**src/rtl/relu_seq_if.sv**
```systemverilog
// Handshake and data bundle between the layer sequencer and the relu_seq
// controller. The master side issues start plus the shared input vectors;
// the slave side returns the packed results and status.
interface relu_seq_if #(
    parameter int N = 32,
    parameter int K = 4
);
    localparam int IW = (K > 1) ? $clog2(K) : 1;

    logic              start;
    logic [2*N*K-1:0]  g_input;
    logic [N*K-1:0]    e_input;
    logic [N*K-1:0]    o;
    logic              busy;
    logic              done;
    logic [IW-1:0]     idx;

    modport master (
        output start, g_input, e_input,
        input  o, busy, done, idx
    );

    modport slave (
        input  start, g_input, e_input,
        output o, busy, done, idx
    );
endinterface

```
**src/rtl/relu_seq.sv**
```systemverilog
// Sequential ReLU-with-remask controller. A start in IDLE captures K shared
// elements; one shared datapath then processes one element per cycle and
// writes it into its lane of the packed result register. A single-cycle DONE
// state announces that every lane is valid.
module relu_seq #(
    parameter int N = 32,
    parameter int K = 4
) (
    input  logic        clk,
    input  logic        rst,
    relu_seq_if.slave   bus
);
    localparam int IW = (K > 1) ? $clog2(K) : 1;
    localparam logic [IW-1:0] LAST = IW'(K - 1);

    typedef enum logic [1:0] {
        IDLE = 2'd0,
        RUN  = 2'd1,
        DONE = 2'd2
    } state_t;

    state_t             state_q;
    state_t             state_d;
    logic [2*N*K-1:0]   g_buf_p0;
    logic [N*K-1:0]     e_buf_p0;
    logic [N*K-1:0]     o_p1;
    logic [IW-1:0]      idx_q;
    logic [N-1:0]       r1_cur;
    logic [N-1:0]       r2_cur;
    logic [N-1:0]       e_cur;
    logic [N-1:0]       res_cur;

    // The carry out of r1 + e tells whether x was non-negative in the offset
    // encoding; the low N bits are then x itself, otherwise ReLU gives zero.
    function automatic logic [N-1:0] relu_remask(input logic [N-1:0] r1,
                                                 input logic [N-1:0] e,
                                                 input logic [N-1:0] r2);
        logic [N:0]   sum;
        logic [N-1:0] relu_x;
        sum    = {1'b0, r1} + {1'b0, e};
        relu_x = sum[N] ? sum[N-1:0] : '0;
        return relu_x + r2;
    endfunction

    // Select the captured shares of the element currently addressed by idx.
    always_comb begin
        r1_cur = '0;
        r2_cur = '0;
        e_cur  = '0;
        for (int i = 0; i < K; i++) begin
            if (idx_q == IW'(i)) begin
                r1_cur = g_buf_p0[2*N*i + N +: N];
                r2_cur = g_buf_p0[2*N*i +: N];
                e_cur  = e_buf_p0[N*i +: N];
            end
        end
        res_cur = relu_remask(r1_cur, e_cur, r2_cur);
    end

    // State register.
    always_ff @(posedge clk) begin
        if (rst) begin
            state_q <= IDLE;
        end else begin
            state_q <= state_d;
        end
    end

    // Next-state logic: start only matters in IDLE, DONE lasts one cycle.
    always_comb begin
        state_d = state_q;
        case (state_q)
            IDLE:    if (bus.start) state_d = RUN;
            RUN:     if (idx_q == LAST) state_d = DONE;
            DONE:    state_d = IDLE;
            default: state_d = IDLE;
        endcase
    end

    // Capture buffers on an accepted start, then write one result lane per RUN cycle.
    always_ff @(posedge clk) begin
        if (rst) begin
            g_buf_p0 <= '0;
            e_buf_p0 <= '0;
            o_p1     <= '0;
            idx_q    <= '0;
        end else begin
            // ---- stage p0: capture inputs, clear results ----
            if (state_q == IDLE && bus.start) begin
                g_buf_p0 <= bus.g_input;
                e_buf_p0 <= bus.e_input;
                o_p1     <= '0;
                idx_q    <= '0;
            end
            // ---- stage p1: per-element result written into its lane ----
            if (state_q == RUN) begin
                for (int i = 0; i < K; i++) begin
                    if (idx_q == IW'(i)) begin
                        o_p1[N*i +: N] <= res_cur;
                    end
                end
                idx_q <= (idx_q == LAST) ? '0 : idx_q + 1'b1;
            end
        end
    end

    assign bus.o    = o_p1;
    assign bus.busy = (state_q == RUN);
    assign bus.done = (state_q == DONE);
    assign bus.idx  = idx_q;
endmodule
```
**src/flat_wrapper.sv**
```systemverilog
// flat-port wrapper written by rule: the top's interface ports become plain ports
module relu_seq_flat 
#(
    parameter int N = 32,
    parameter int K = 4
)
  (clk, rst, bus_start, bus_g_input, bus_e_input, bus_o, bus_busy, bus_done, bus_idx);
  relu_seq_if #(.N(N), .K(K)) bus_i ();
  input  logic clk;
  input  logic rst;
  input wire logic [$bits(bus_i.start)-1:0] bus_start;
  input wire logic [$bits(bus_i.g_input)-1:0] bus_g_input;
  input wire logic [$bits(bus_i.e_input)-1:0] bus_e_input;
  output wire logic [$bits(bus_i.o)-1:0] bus_o;
  output wire logic [$bits(bus_i.busy)-1:0] bus_busy;
  output wire logic [$bits(bus_i.done)-1:0] bus_done;
  output wire logic [$bits(bus_i.idx)-1:0] bus_idx;
  assign bus_i.start = bus_start;
  assign bus_i.g_input = bus_g_input;
  assign bus_i.e_input = bus_e_input;
  assign bus_o = bus_i.o;
  assign bus_busy = bus_i.busy;
  assign bus_done = bus_i.done;
  assign bus_idx = bus_i.idx;
  relu_seq #(.N(N), .K(K)) u_core (.clk(clk), .rst(rst), .bus(bus_i));
endmodule
```
**config.mk**
```make
export PLATFORM = sky130hd
export DESIGN_NAME = relu_seq_flat
export DESIGN_NICKNAME = d
export VERILOG_FILES = /design/src/rtl/relu_seq_if.sv /design/src/rtl/relu_seq.sv /design/src/flat_wrapper.sv
export SDC_FILE = /design/constraint.sdc
export NUM_CORES = 1
export LEC_CHECK = 0
export BUFFER_PORTS_ARGS = -buffer_cell sky130_fd_sc_hd__buf_4
export CAP_MARGIN = 15
export CORE_MARGIN = 4
export CORE_UTILIZATION = 50
export DETAILED_ROUTE_END_ITERATION = 10
export PLACE_DENSITY = 0.71
export REMOVE_ABC_BUFFERS = 1
export SLEW_MARGIN = 20
export SYNTH_ARGS = -nofsm -noshare
export SYNTH_HDL_FRONTEND = slang
export SYNTH_SLANG_ARGS = --single-unit
```
**constraint.sdc**
```tcl
create_clock -name clk -period 7.3 [get_ports clk]
set_clock_uncertainty 0.1 [all_clocks]
set_input_delay 0.73 -clock clk [delete_from_list [all_inputs] [get_ports clk]]
set_output_delay 0.73 -clock clk [all_outputs]
set_load 0.05 [all_outputs]
```
==> out/results.tsv <==
stage	metric	value	unit
status	status	completed	
synthesis	synth_cell_types	74	
placement	pre_cts_ws	0.000386	ns
placement	dp.final_hpwl	59400	um
setup_path	crit_path_max_fanout	14	
die	initial_core_util	50.8	%
route	drt_iter0_drc	2095	
power	seqPwrFrac	44.2	%
layout	stdcell_count	4408	
setup_path	rrSetupSlack	0.47	ns
timing	maxSlewViolCount	0	
global_route	gr-total-overflow	0	
setup_path	crit_type	register to register	
clock_tree	clock-sinks	516	
global_route	grt_pass1_vias	23400	
setup_path	max_stage_delay	0.46	ns
global_route	grt_usage	29.8	%
synthesis	syn-cell-area	24400	um^2
die	std_cell_rows	80	
die	die_area	52300	um^2
route	post_drt_wl_per_cell	18.8	um
clock_tree	clk_pin_slew	0.06	ns
setup_path	crit_required	7.69	ns
job	cap_violations	0	
setup_path	endpoint	u_core.bus.o[29]$_SDFF_PP0_	
setup_path	cpMaxStageDelayCell	fa_1	
setup_path	cp-end-kind	register	
timing	hold_violations	0	
placement	port_buffers	518	
setup_path	timing.rr.end	u_core.bus.o[29]$_SDFF_PP0_	
synthesis	synth_top_cell_by_area	dfxtp_1	
synthesis	netlist_instances	3394	
setup_path	reg2reg_depth	30	
layout	drive_gt1_share	17.9	%
synthesis	yosys-top-cells-area	dfxtp_1, nand2_1, a21oi_1	
die	io_pins	519	
synthesis	yosysWarningCount	0	
timing	relSlewSlack	19.0	%
setup_path	reg2reg_from	u_core.bus.idx[0]$_SDFFE_PP0P_	
timing	fin_crit_sh	93.6	%
layout	layout.nets	4205	
die	dieWidth	229	um
setup_path	crit_family	compound AO/OA/AOI/OAI gates	
synthesis	synth_ff_type	dfxtp_1	
route	vias_per_cell	5.62	
power	p_sw	1.88	mW
synthesis	async_flop_share	0	%
global_route	antenna_found_initial	0	
clock_tree	cts_tree	done	
setup_path	cp_common_cell	a21oi_1	
power	internal_power	4.96	mW
power	swShare	27.5	%
layout	final_core_util	63.1	%
timing	worst_slack	0.468	ns
power	p_leak	12.8	nW
clock_tree	holdBufCountCts	0	
setup_path	cp-start-kind	register	
timing	fmax	146	MHz
layout	area_delta_synth_final	24.2	%
route	ant_nets	0	
synthesis	synth-seq-cells	516	
timing	min_period	6.83	ns
timing	timing.hold.ws	0.261	ns
die	dieHeight	229	um
power	p_clk_share	40.5	%
synthesis	synth-edff-count	0	
route	drt-total-wl	82800	um
clock_tree	numCtsBuffers	53	
clock_tree	root_buffer	clkbuf_16	
synthesis	seq_area_frac_synth	42.4	%
placement	gp_congestion	0.896	
placement	placed_cells	4305	
synthesis	synth.avg_cell_area	7.18	um^2
route	vias	24800	
power	vdd_drop_max	162	uV
power	power_frac_comb	15.3	%
setup_path	path_buf_inv	2	
layout	antenna_cells	0	
global_route	grt_max_degree	230	
clock_tree	htree_levels	2	
hold_path	hp-start	bus_g_input[24]	
timing	tightest_slew	1.21	ns
setup_path	worstPathArrival	7.22	ns
setup_path	crit_path_start	u_core.bus.idx[0]$_SDFFE_PP0P_	
clock_tree	clk_latency	0.61	ns
route	drcViolationCount	0	
route	drt_pre_antenna_iters	6	
setup_path	cp.depth	30	
timing	finalSetupViolCount	0	
hold_path	hp-class	input port to register	
power	power_density	226	nW/um^2
synthesis	synth_top_area_share	42.4	%
die	coreArea	47900	um^2
clock_tree	clockBufferDepth	3	
global_route	grt_pass1_wl	128000	um
[layout make-up]
type,instances,area (um^2)
sequential,516,10300
inverter,20,75.1
tap,615,769
multi-input combinational,2601,13000
timing repair buffer,557,4280
clock inverter,18,199
clock buffer,81,1570
fill,4415,17700
[layer usage]
metal	GRT usage (%)	wire, um	vias up
met5	0	0	-
met4	10.1	2770	0
met3	4.40	5670	151
met2	49.5	39200	921
met1	39.9	35200	11600
li1	-	-	12100
[kinds of logic after synthesis]
family	Yosys count	share of synthesized area [%]
AND/OR/NAND/NOR	1486	24.3
adder cells (fa/ha/maj)	69	3.60
buffers and inverters	277	4.61
XOR/XNOR	46	1.68
multiplexers	12	0.508
flip-flops	516	42.4
AO/OA/AOI/OAI	988	22.9
[through the flow]
stage               total power, mW  TNS (ns)  area (um^2)
floorplan                      3.69   -508.17        23300
global placement               4.10         0        28400
detailed placement             4.12         0        28400
CTS                            6.85         0        30200
global route                   7.10   -0.0166        30300
finish                         6.84         0        30300
[placed cells by master, fill, tap and decap left out, types with 8 or more instances in the layout]
cell,instances
nand2_1,1011
clkbuf_16,55
a22oi_1,88
buf_4,547
nand2b_1,8
nor2_1,345
nand3b_1,20
mux2i_1,9
o21bai_1,9
xor2_1,16
a32o_1,8
nand3_1,22
nor2b_1,12
xnor2_1,29
a211oi_1,12
dfxtp_1,515
ha_1,63
clkbuf_8,10
o211ai_1,12
a21o_1,32
a21oi_1,643
clkbuf_1,16
inv_1,20
clkinv_2,11
o21ai_0,132
nand4_1,9
nor3_1,16
[flip-flops by register name (all words and copies together) (netlist names)]
register,cells
u_core.g_buf_p0,256
u_core.bus.o,128
u_core.e_buf_p0,128
u_core.bus.idx,2
u_core.state_q,2
[repair_timing]
item | CTS | global route
setup endpoints to repair | 4 | 75
setup buffers | 2 | 2
resized for setup | 0 | 7
pin swaps | 1 | 2
gates cloned | 0 | 0
[synthesized netlist by cell type, drive strengths merged, types with 4 or more instances]
master,count
a211oi,17
a21o,34
a21oi,644
a22oi,88
a31oi,7
a32o,8
a32oi,5
and2,8
and3,5
buf,25
clkbuf,231
dfxtp,516
ha,67
inv,20
mux2i,9
nand2,1012
nand2b,8
nand3,23
nand3b,20
nand4,10
nor2,350
nor2b,12
nor3,17
nor3b,6
o211ai,12
o21a,4
o21ai,133
o21bai,9
o31ai,7
or3,4
xnor2,29
xor2,17
[worst min-delay path, cell delays in order]
cell and delay [ns]:
buf_4 0.11, nand2_1 0.04, a21oi_1 0.05
[worst min path at each step]
stage	to	slack [ns]	cells after the start
2_1_floorplan	u_core.g_buf_p0[31]$_SDFFE_PP0P_	0.33	2
3_3_place_gp	u_core.e_buf_p0[124]$_SDFFE_PP0P_	0.34	2
3_5_place_dp	u_core.e_buf_p0[93]$_SDFFE_PP0P_	0.35	2
4_1_cts	u_core.g_buf_p0[26]$_SDFFE_PP0P_	0.25	3
5_1_grt	u_core.g_buf_p0[13]$_SDFFE_PP0P_	0.27	3
6_report	u_core.g_buf_p0[24]$_SDFFE_PP0P_	0.26	3
[power by group through the flow]
stage | registers [mW] | logic [mW] | clock network (mW)
detailed placement | 3.09 | 1.03 | 0
floorplan | 3.09 | 0.605 | 0
global route | 3.04 | 1.15 | 2.91
finish | 3.03 | 1.04 | 2.77
CTS | 3.02 | 1.04 | 2.80
global placement | 3.08 | 1.02 | 0
Power figures use the tool's default switching activity.
